===== src/rtl/alu_req_arbiter_if.sv =====
// Request/response handshake bundle between ALU requesters and alu_req_arbiter.
// master = requester/consumer side, slave = arbiter side.
interface alu_req_arbiter_if #(
  parameter int NREQ = 4,
  parameter int W    = 32
);
  localparam int IDW = $clog2(NREQ);

  logic [NREQ-1:0]   req_valid;
  logic [NREQ-1:0]   req_ready;
  logic [3*NREQ-1:0] req_f;
  logic [W*NREQ-1:0] req_a;
  logic [W*NREQ-1:0] req_b;
  logic              rsp_valid;
  logic              rsp_ready;
  logic [IDW-1:0]    rsp_id;
  logic [W-1:0]      rsp_y;
  logic              rsp_zero;
  logic              rsp_err;

  modport master (
    output req_valid, req_f, req_a, req_b, rsp_ready,
    input  req_ready, rsp_valid, rsp_id, rsp_y, rsp_zero, rsp_err
  );

  modport slave (
    input  req_valid, req_f, req_a, req_b, rsp_ready,
    output req_ready, rsp_valid, rsp_id, rsp_y, rsp_zero, rsp_err
  );
endinterface


===== src/rtl/alu_req_arbiter.sv =====
// Round-robin arbiter sharing one combinational ALU among NREQ requesters.
// Define ALU_OPCHECK_EN to reject f=3'b011 with rsp_err instead of issuing it.
module alu_req_arbiter #(
  parameter int NREQ = 4,
  parameter int W    = 32
) (
  input  logic         clk,
  input  logic         reset,
  alu_req_arbiter_if.slave bus,
  output logic [2:0]   alu_f,
  output logic [W-1:0] alu_a,
  output logic [W-1:0] alu_b,
  input  logic [W-1:0] alu_y,
  input  logic         alu_zero
);
  localparam int IDW = $clog2(NREQ);

  localparam logic [1:0] S_IDLE  = 2'd0;
  localparam logic [1:0] S_ISSUE = 2'd1;
  localparam logic [1:0] S_RESP  = 2'd2;

  logic [1:0]     state;
  logic [IDW-1:0] rr_ptr;
  logic [IDW-1:0] winner;
  logic [IDW:0]   pos;
  logic           found;
  logic [NREQ-1:0] grant;
  logic           accept;
  logic           illegal;
  logic [2:0]     sel_f;
  logic [W-1:0]   sel_a;
  logic [W-1:0]   sel_b;

  logic           rsp_valid;
  logic [IDW-1:0] rsp_id;
  logic [W-1:0]   rsp_y;
  logic           rsp_zero;
  logic           rsp_err;

  // Scan from rr_ptr upward with wrap; the first valid requester wins.
  always_comb begin
    found  = 1'b0;
    winner = '0;
    pos    = '0;
    for (int k = 0; k < NREQ; k++) begin
      pos = {1'b0, rr_ptr} + (IDW+1)'(k);
      if (pos >= (IDW+1)'(NREQ))
        pos = pos - (IDW+1)'(NREQ);
      for (int i = 0; i < NREQ; i++) begin
        if (!found && bus.req_valid[i] && pos == (IDW+1)'(i)) begin
          found  = 1'b1;
          winner = IDW'(i);
        end
      end
    end
  end

  always_comb begin
    grant = '0;
    sel_f = '0;
    sel_a = '0;
    sel_b = '0;
    for (int i = 0; i < NREQ; i++) begin
      grant[i] = reset && (state == S_IDLE) && found &&
                 (winner == IDW'(i));
      if (winner == IDW'(i)) begin
        sel_f = bus.req_f[3*i +: 3];
        sel_a = bus.req_a[W*i +: W];
        sel_b = bus.req_b[W*i +: W];
      end
    end
  end

  assign accept = |grant;

`ifdef ALU_OPCHECK_EN
  assign illegal = (sel_f == 3'b011);
`else
  assign illegal = 1'b0;
`endif

  always_ff @(posedge clk or negedge reset) begin
    if (!reset) begin
      state     <= S_IDLE;
      rr_ptr    <= '0;
      rsp_valid <= 1'b0;
      rsp_id    <= '0;
      rsp_y     <= '0;
      rsp_zero  <= 1'b0;
      rsp_err   <= 1'b0;
      alu_f     <= '0;
      alu_a     <= '0;
      alu_b     <= '0;
    end else begin
      case (state)
        S_IDLE: begin
          if (accept) begin
            rsp_id <= winner;
            rr_ptr <= (winner == IDW'(NREQ-1)) ? '0 : winner + 1'b1;
            if (illegal) begin
              // Rejected ops bypass the ALU and leave its operands untouched.
              rsp_valid <= 1'b1;
              rsp_y     <= '0;
              rsp_zero  <= 1'b0;
              rsp_err   <= 1'b1;
              state     <= S_RESP;
            end else begin
              alu_f   <= sel_f;
              alu_a   <= sel_a;
              alu_b   <= sel_b;
              rsp_err <= 1'b0;
              state   <= S_ISSUE;
            end
          end
        end
        S_ISSUE: begin
          rsp_y     <= alu_y;
          rsp_zero  <= alu_zero;
          rsp_valid <= 1'b1;
          state     <= S_RESP;
        end
        S_RESP: begin
          if (bus.rsp_ready) begin
            rsp_valid <= 1'b0;
            state     <= S_IDLE;
          end
        end
        default: state <= S_IDLE;
      endcase
    end
  end

  assign bus.req_ready = grant;
  assign bus.rsp_valid = rsp_valid;
  assign bus.rsp_id    = rsp_id;
  assign bus.rsp_y     = rsp_y;
  assign bus.rsp_zero  = rsp_zero;
  assign bus.rsp_err   = rsp_err;
endmodule


===== src/flat_wrapper.sv =====
// flat-port wrapper written by rule: the top's interface ports become plain ports
module alu_req_arbiter_flat 
#(
  parameter int NREQ = 4,
  parameter int W    = 32
)
  (clk, reset, alu_f, alu_a, alu_b, alu_y, alu_zero, bus_req_valid, bus_req_f, bus_req_a, bus_req_b, bus_rsp_ready, bus_req_ready, bus_rsp_valid, bus_rsp_id, bus_rsp_y, bus_rsp_zero, bus_rsp_err);
  alu_req_arbiter_if #(.NREQ(NREQ), .W(W)) bus_i ();
  input  logic clk;
  input  logic reset;
  output logic [2:0] alu_f;
  output logic [W-1:0] alu_a;
  output logic [W-1:0] alu_b;
  input  logic [W-1:0] alu_y;
  input  logic alu_zero;
  input wire logic [$bits(bus_i.req_valid)-1:0] bus_req_valid;
  input wire logic [$bits(bus_i.req_f)-1:0] bus_req_f;
  input wire logic [$bits(bus_i.req_a)-1:0] bus_req_a;
  input wire logic [$bits(bus_i.req_b)-1:0] bus_req_b;
  input wire logic [$bits(bus_i.rsp_ready)-1:0] bus_rsp_ready;
  output wire logic [$bits(bus_i.req_ready)-1:0] bus_req_ready;
  output wire logic [$bits(bus_i.rsp_valid)-1:0] bus_rsp_valid;
  output wire logic [$bits(bus_i.rsp_id)-1:0] bus_rsp_id;
  output wire logic [$bits(bus_i.rsp_y)-1:0] bus_rsp_y;
  output wire logic [$bits(bus_i.rsp_zero)-1:0] bus_rsp_zero;
  output wire logic [$bits(bus_i.rsp_err)-1:0] bus_rsp_err;
  assign bus_i.req_valid = bus_req_valid;
  assign bus_i.req_f = bus_req_f;
  assign bus_i.req_a = bus_req_a;
  assign bus_i.req_b = bus_req_b;
  assign bus_i.rsp_ready = bus_rsp_ready;
  assign bus_req_ready = bus_i.req_ready;
  assign bus_rsp_valid = bus_i.rsp_valid;
  assign bus_rsp_id = bus_i.rsp_id;
  assign bus_rsp_y = bus_i.rsp_y;
  assign bus_rsp_zero = bus_i.rsp_zero;
  assign bus_rsp_err = bus_i.rsp_err;
  alu_req_arbiter #(.NREQ(NREQ), .W(W)) u_core (.clk(clk), .reset(reset), .bus(bus_i), .alu_f(alu_f), .alu_a(alu_a), .alu_b(alu_b), .alu_y(alu_y), .alu_zero(alu_zero));
endmodule

===== config.mk =====
export PLATFORM = sky130hd
export DESIGN_NAME = alu_req_arbiter_flat
export DESIGN_NICKNAME = d
export VERILOG_FILES = /design/src/rtl/alu_req_arbiter_if.sv /design/src/rtl/alu_req_arbiter.sv /design/src/flat_wrapper.sv
export SDC_FILE = /design/constraint.sdc
export NUM_CORES = 1
export LEC_CHECK = 0
export CORE_AREA = 2 2 163 165
export CTS_CLUSTER_DIAMETER = 50
export DETAILED_ROUTE_END_ITERATION = 8
export DIE_AREA = 0 0 165 167
export DONT_BUFFER_PORTS = 1
export GPL_ROUTABILITY_DRIVEN = 0
export PLACE_DENSITY_LB_ADDON = 0.3
export SLEW_MARGIN = 0
export SYNTH_ARGS = -nofsm -noshare
export SYNTH_HDL_FRONTEND = slang
export SYNTH_SLANG_ARGS = --single-unit

===== constraint.sdc =====
create_clock -name clk -period 5.16 [get_ports clk]
set_clock_uncertainty 0.2 [all_clocks]
set_input_delay 1.29 -clock clk [delete_from_list [all_inputs] [get_ports clk]]
set_output_delay 1.29 -clock clk [all_outputs]
set_load 0.005 [all_outputs]

Word level (Yosys, flattened, before mapping)
Index checks and enable logic that the tools add are counted.
- bits of input ports: 308
- register bits: 107
- output and inout bits: 108
- reductions and logical operators: 63
- order comparisons: 4
- add/sub/neg operators: 8
- mux-type cells: 53
- equal/unequal tests: 19
- operators with widths (operator ; number):
    two-way mux 32 bit ; 8
    logical AND 1 bit ; 37
    two-way mux 2 bit ; 17
    == test 3 x 2 -> 1 bit, second input constant ; 8
    two-way mux 3 bit ; 8
    two-way mux 1 bit ; 18
    logical NOT 1 bit ; 15
    == test 3 x 1 -> 1 bit, second input constant ; 4
    logical NOT 3 bit ; 4
    greater-or-equal comparator 3 bit, second input constant ; 3
    subtractor 3 bit, second input constant ; 3
    adder 2 x 2 -> 3 bit, second input constant ; 2
    == test 2 bit, second input constant ; 3
    one-hot mux 2 bit (3 select lines) ; 1
    AND reduction 2 bit ; 3
    == test 2 x 1 -> 1 bit, second input constant ; 2
    logical NOT 2 bit ; 2
    OR reduction 4 bit ; 1
    adder 2 x 1 -> 3 bit, second input constant ; 1
    greater-or-equal comparator 2 x 3 -> 1 bit, second input constant ; 1
    subtractor 2 x 3 -> 3 bit, second input constant ; 1
    adder 2 x 1 -> 2 bit, second input constant ; 1
    != test 2 x 1 -> 1 bit, second input constant ; 1
    != test 2 bit, second input constant ; 1
    2 further kinds ; 2

Depth between registers and ports, before layout
- depth in word-level cells: 70
- mapped depth: 13
- depth with buffers taken out: 9

Worst setup path after synthesis
Ideal clock, no wire load.
- path kind: input -> output
- from: input bus_req_valid[3]
- to: output bus_req_ready[3]
- path slack: 0.688 ns
- arrival time: 2.982 ns
- buffers on the path: 3
- stages: 8
- required time: 3.670 ns
- path through: nand2_1 -> and3_1 -> a311oi_1 -> ha_1 -> buf_2 -> buf_2 -> clkbuf_1 -> and2_1
- cells in the longest elaborated chain, start to end: 53
- elaborated cells on any way between the ends: 67
- classes of those cells: eq/ne: 1; mux: 26; reduce/logical: 40
- ends and longest elaborated chain (item ; line ; source):
    start: declaration ; flat_wrapper.sv:16 ; input wire logic [$bits(bus_i.req_valid)-1:0] bus_req_valid;
    logical AND 1 bit (2 in a row) ; alu_req_arbiter.sv:50 ; if (!found && bus.req_valid[i] && pos == (IDW+1)'(i)) begin
    two-way mux 1 bit ; alu_req_arbiter.sv:50 ;
    logical NOT 1 bit ; alu_req_arbiter.sv:50 ;
    logical AND 1 bit (2 in a row) ; alu_req_arbiter.sv:50 ;
    two-way mux 1 bit ; alu_req_arbiter.sv:50 ;
    logical NOT 1 bit ; alu_req_arbiter.sv:50 ;
    logical AND 1 bit (2 in a row) ; alu_req_arbiter.sv:50 ;
    two-way mux 1 bit ; alu_req_arbiter.sv:50 ;
    [33 not listed] ; -- ;
    logical AND 1 bit (2 in a row) ; alu_req_arbiter.sv:50 ;
    two-way mux 1 bit ; alu_req_arbiter.sv:50 ;
    logical NOT 1 bit ; alu_req_arbiter.sv:50 ;
    logical AND 1 bit (2 in a row) ; alu_req_arbiter.sv:50 ;
    two-way mux 2 bit * ; alu_req_arbiter.sv:50 ;
    named net u_core.winner[0] ; alu_req_arbiter.sv:24 ; logic [IDW-1:0] winner;
    == test 2 bit * ; alu_req_arbiter.sv:65 ; (winner == IDW'(i));
    logical AND 1 bit * ; alu_req_arbiter.sv:64 ; grant[i] = reset && (state == S_IDLE) && found &&
    end: declaration ; flat_wrapper.sv:21 ; output wire logic [$bits(bus_i.req_ready)-1:0] bus_req_ready;
The timed path passes the listed nets; every way through them passes the cells marked *.

Worst setup path after layout
- from: input bus_req_valid[3]
- to: output bus_req_ready[1]
- cells in the longest elaborated chain, start to end: 53
- elaborated cells on any way between the ends: 67
- classes of those cells: eq/ne: 1; mux: 26; reduce/logical: 40
- ends and longest elaborated chain (item ; line):
    logical AND 1 bit (2 in a row) ; alu_req_arbiter.sv:50
    two-way mux 1 bit ; alu_req_arbiter.sv:50
    logical NOT 1 bit ; alu_req_arbiter.sv:50
    logical AND 1 bit (2 in a row) ; alu_req_arbiter.sv:50
    two-way mux 1 bit ; alu_req_arbiter.sv:50
    logical NOT 1 bit ; alu_req_arbiter.sv:50
    logical AND 1 bit (2 in a row) ; alu_req_arbiter.sv:50
    two-way mux 1 bit ; alu_req_arbiter.sv:50
    [33 not listed] ; --
    logical AND 1 bit (2 in a row) ; alu_req_arbiter.sv:50
    two-way mux 1 bit ; alu_req_arbiter.sv:50
    logical NOT 1 bit ; alu_req_arbiter.sv:50
    logical AND 1 bit (2 in a row) ; alu_req_arbiter.sv:50
    two-way mux 2 bit * ; alu_req_arbiter.sv:50
    named net u_core.winner[0] ; alu_req_arbiter.sv:24
    == test 2 x 1 -> 1 bit * ; alu_req_arbiter.sv:65
    logical AND 1 bit * ; alu_req_arbiter.sv:64
Marked as above.

==> results.cfg <==
[cts]
clock_sinks = 107
cts_hold_buf = 0
numCtsBuffers = 9
h-tree-depth = 3
root_buffer = clkbuf_16
clk_pin_slew_ns = 0.07
post-cts-setup-buffers = 0
clock_latency_ns = 0.34
cts_resized = 0
cts_tree = yes
cts_buffer_depth = 2

[global_routing]
grt_pass1_vias = 4886
grt_pass1_wl_um = 29300
track_usage_pct = 14.1
grt_overflow = 0
grt_start_max_net_pins = 110
antenna_found_initial = 2

[setup_path]
required_ns = 3.67
critical_path.max_stage_delay_ns = 0.53
crit_buf_inv = 1
worstSetupPathType = input port to output pin
cp_max_fo = 19
cp_cell_sequence = nand2_1 -> and3_1 -> a311oi_1 -> buf_4 -> ha_2 -> and2_1
cp_top_family = adder cells
slowest_stage = ha_2
arrival_ns = 2.69
start_kind = input port
end_kind = output pin

[power]
switchingPower_mw = 1.83
swShare_pct = 42.2
internal-power_mw = 2.51
p_comb_share_pct = 45.6
power_density_mw_per_mm2 = 664
ir_drop_mv = 0.198
p_leak_nw = 2.71
p_seq_share_pct = 38.6
clkPwrFrac_pct = 15.8

[floorplanning]
coreArea_mm2 = 0.0258
rows = 59
die_w_um = 165
initial_core_util_pct = 23.4
die-area_mm2 = 0.0276
dieHeight_um = 167
io_pins = 416

[route]
wl_per_cell_um = 21.7
post_drt_via_cell_ratio = 5.20
vias = 4924
drcViolationCount = 0
dr.pass1.iters = 5
ant_nets = 0
wl_um = 20600
drt-initial-drc-count = 405

[place]
port_buffers = 0
dp_hpwl_um = 15200

[synth]
syn_avg_cell_area_um2 = 9.28
syn_nets = 962
synth_area_mm2 = 0.00603
async_reset_ff_share_pct = 100
yosysUniqueCellTypes = 32
seq_area_frac_synth_pct = 44.4
ys_warn_count = 0
synth_edf_count = 0
netlist_instances = 650
ys_seq_elements = 107
synth_ff_type = dfrtp_1

[cells_and_area]
area_delta_synth_final_pct = 8.54
final_common_cell = dfrtp_1
nNetsFinal = 917
drive_gt1_share_pct = 10.5
final_cell_mix = 107 x dfrtp_1, 71 x nor2_1, 71 x inv_1
utilization_pct = 25.4

[min_path]
hp-class = register to register

[sta]
fmax_ghz = 0.239
max_slew_margin_pct = 33.7
max_slew.worst_pin.slew_ns = 0.993
setup_viol = 0
setup_tns_ns = 0
timing.final.crit_period_ns = 4.18
drv_slew = 0
hold_viol = 0
fin_crit_sh_pct = 81.0
rsz0062_at_grt = no

[run]
maxCapViolCount = 0

[status]
status = complete, no violations
final timing paths:
kind                                      start                   end  slack [ns]  depth (start not counted)
max reg2reg                    u_core.rr_ptr[1]      u_core.alu_b[11]        1.72                         10
max                            bus_req_valid[3]      bus_req_ready[1]        0.98                          6
max in group asynchronous                 reset      u_core.alu_b[31]        4.17                          0
min reg2reg                u_core.bus.rsp_id[1]  u_core.bus.rsp_id[1]        0.33                          1
min in group asynchronous                 reset  u_core.bus.rsp_y[27]        0.42                          0
min                        u_core.bus.rsp_id[1]  u_core.bus.rsp_id[1]        0.33                          1
state kept, by name, indices dropped and copies added (netlist names):
signal,count
u_core.alu_a,32
u_core.alu_b,32
u_core.alu_f,3
u_core.bus.rsp_id,2
u_core.bus.rsp_valid,1
u_core.bus.rsp_y,32
u_core.bus.rsp_zero,1
u_core.rr_ptr,2
u_core.state,2
logic make-up (layout without fill, tap and decap cells):
logic type	after synthesis	in the layout	synth area share, %
compound gates	211	211	27.4
simple gates	154	154	10.4
mux	36	36	6.72
other cells	1	3	0.0621
fa+ha+maj	4	4	0.829
flops	107	107	44.4
buf+inv	137	97	10.2
layer usage:
layer | GRT usage [%] | wire length (um)
met2 | 25.0 | 10300
met1 | 16.5 | 7880
met4 | 4.31 | 392
met3 | 3.76 | 1960
met5 | 0 | 0
final cells by class:
class	count	area, um^2
multi-input cells	406	2790
diodes	2	5.00
clock inverters	6	50.0
clock buffers	10	229
inverters	71	267
flip-flops and latches	107	2680
well taps	335	419
fillers	2805	19200
repair buffers	10	113
metrics by stage:
stage	area (um^2)	total power [mW]	hold WS (ns)	setup slack, ns	cells
4_1_cts	6550	4.43	0.340	0.975	945
2_1_floorplan	6030	3.21	0.262	0.688	650
5_1_grt	6550	4.74	0.358	0.878	946
3_5_place_dp	6270	3.72	0.323	0.965	929
3_3_place_gp	6270	3.69	0.317	0.977	929
6_report	6550	4.35	0.332	0.978	947
power groups by stage:
stage	Combinational (mW)	Sequential [mW]	Clock (mW)
final	1.98	1.68	0.689
after global routing	2.23	1.75	0.762
after global placement	1.97	1.72	0
after CTS	2.01	1.70	0.725
after floorplan	1.66	1.54	0
after detailed placement	2.01	1.71	0
synthesized netlist by cell type, drive strengths merged, types with 2 or more instances:
master	number	share of area, %
and2	4	0.41
nor2	71	4.4
nor4	2	0.21
nand2b	4	0.41
dfrtp	107	44
a211o	66	9.6
ha	4	0.83
a221oi	66	9.6
inv	71	4.4
buf	35	3.9
nor2b	2	0.33
clkbuf	31	1.9
mux2	36	6.7
a31oi	66	6.8
nand2	68	4.2
a21oi	5	0.41
o21ai	2	0.17
Note: power is estimated with default switching activity, not from simulation.
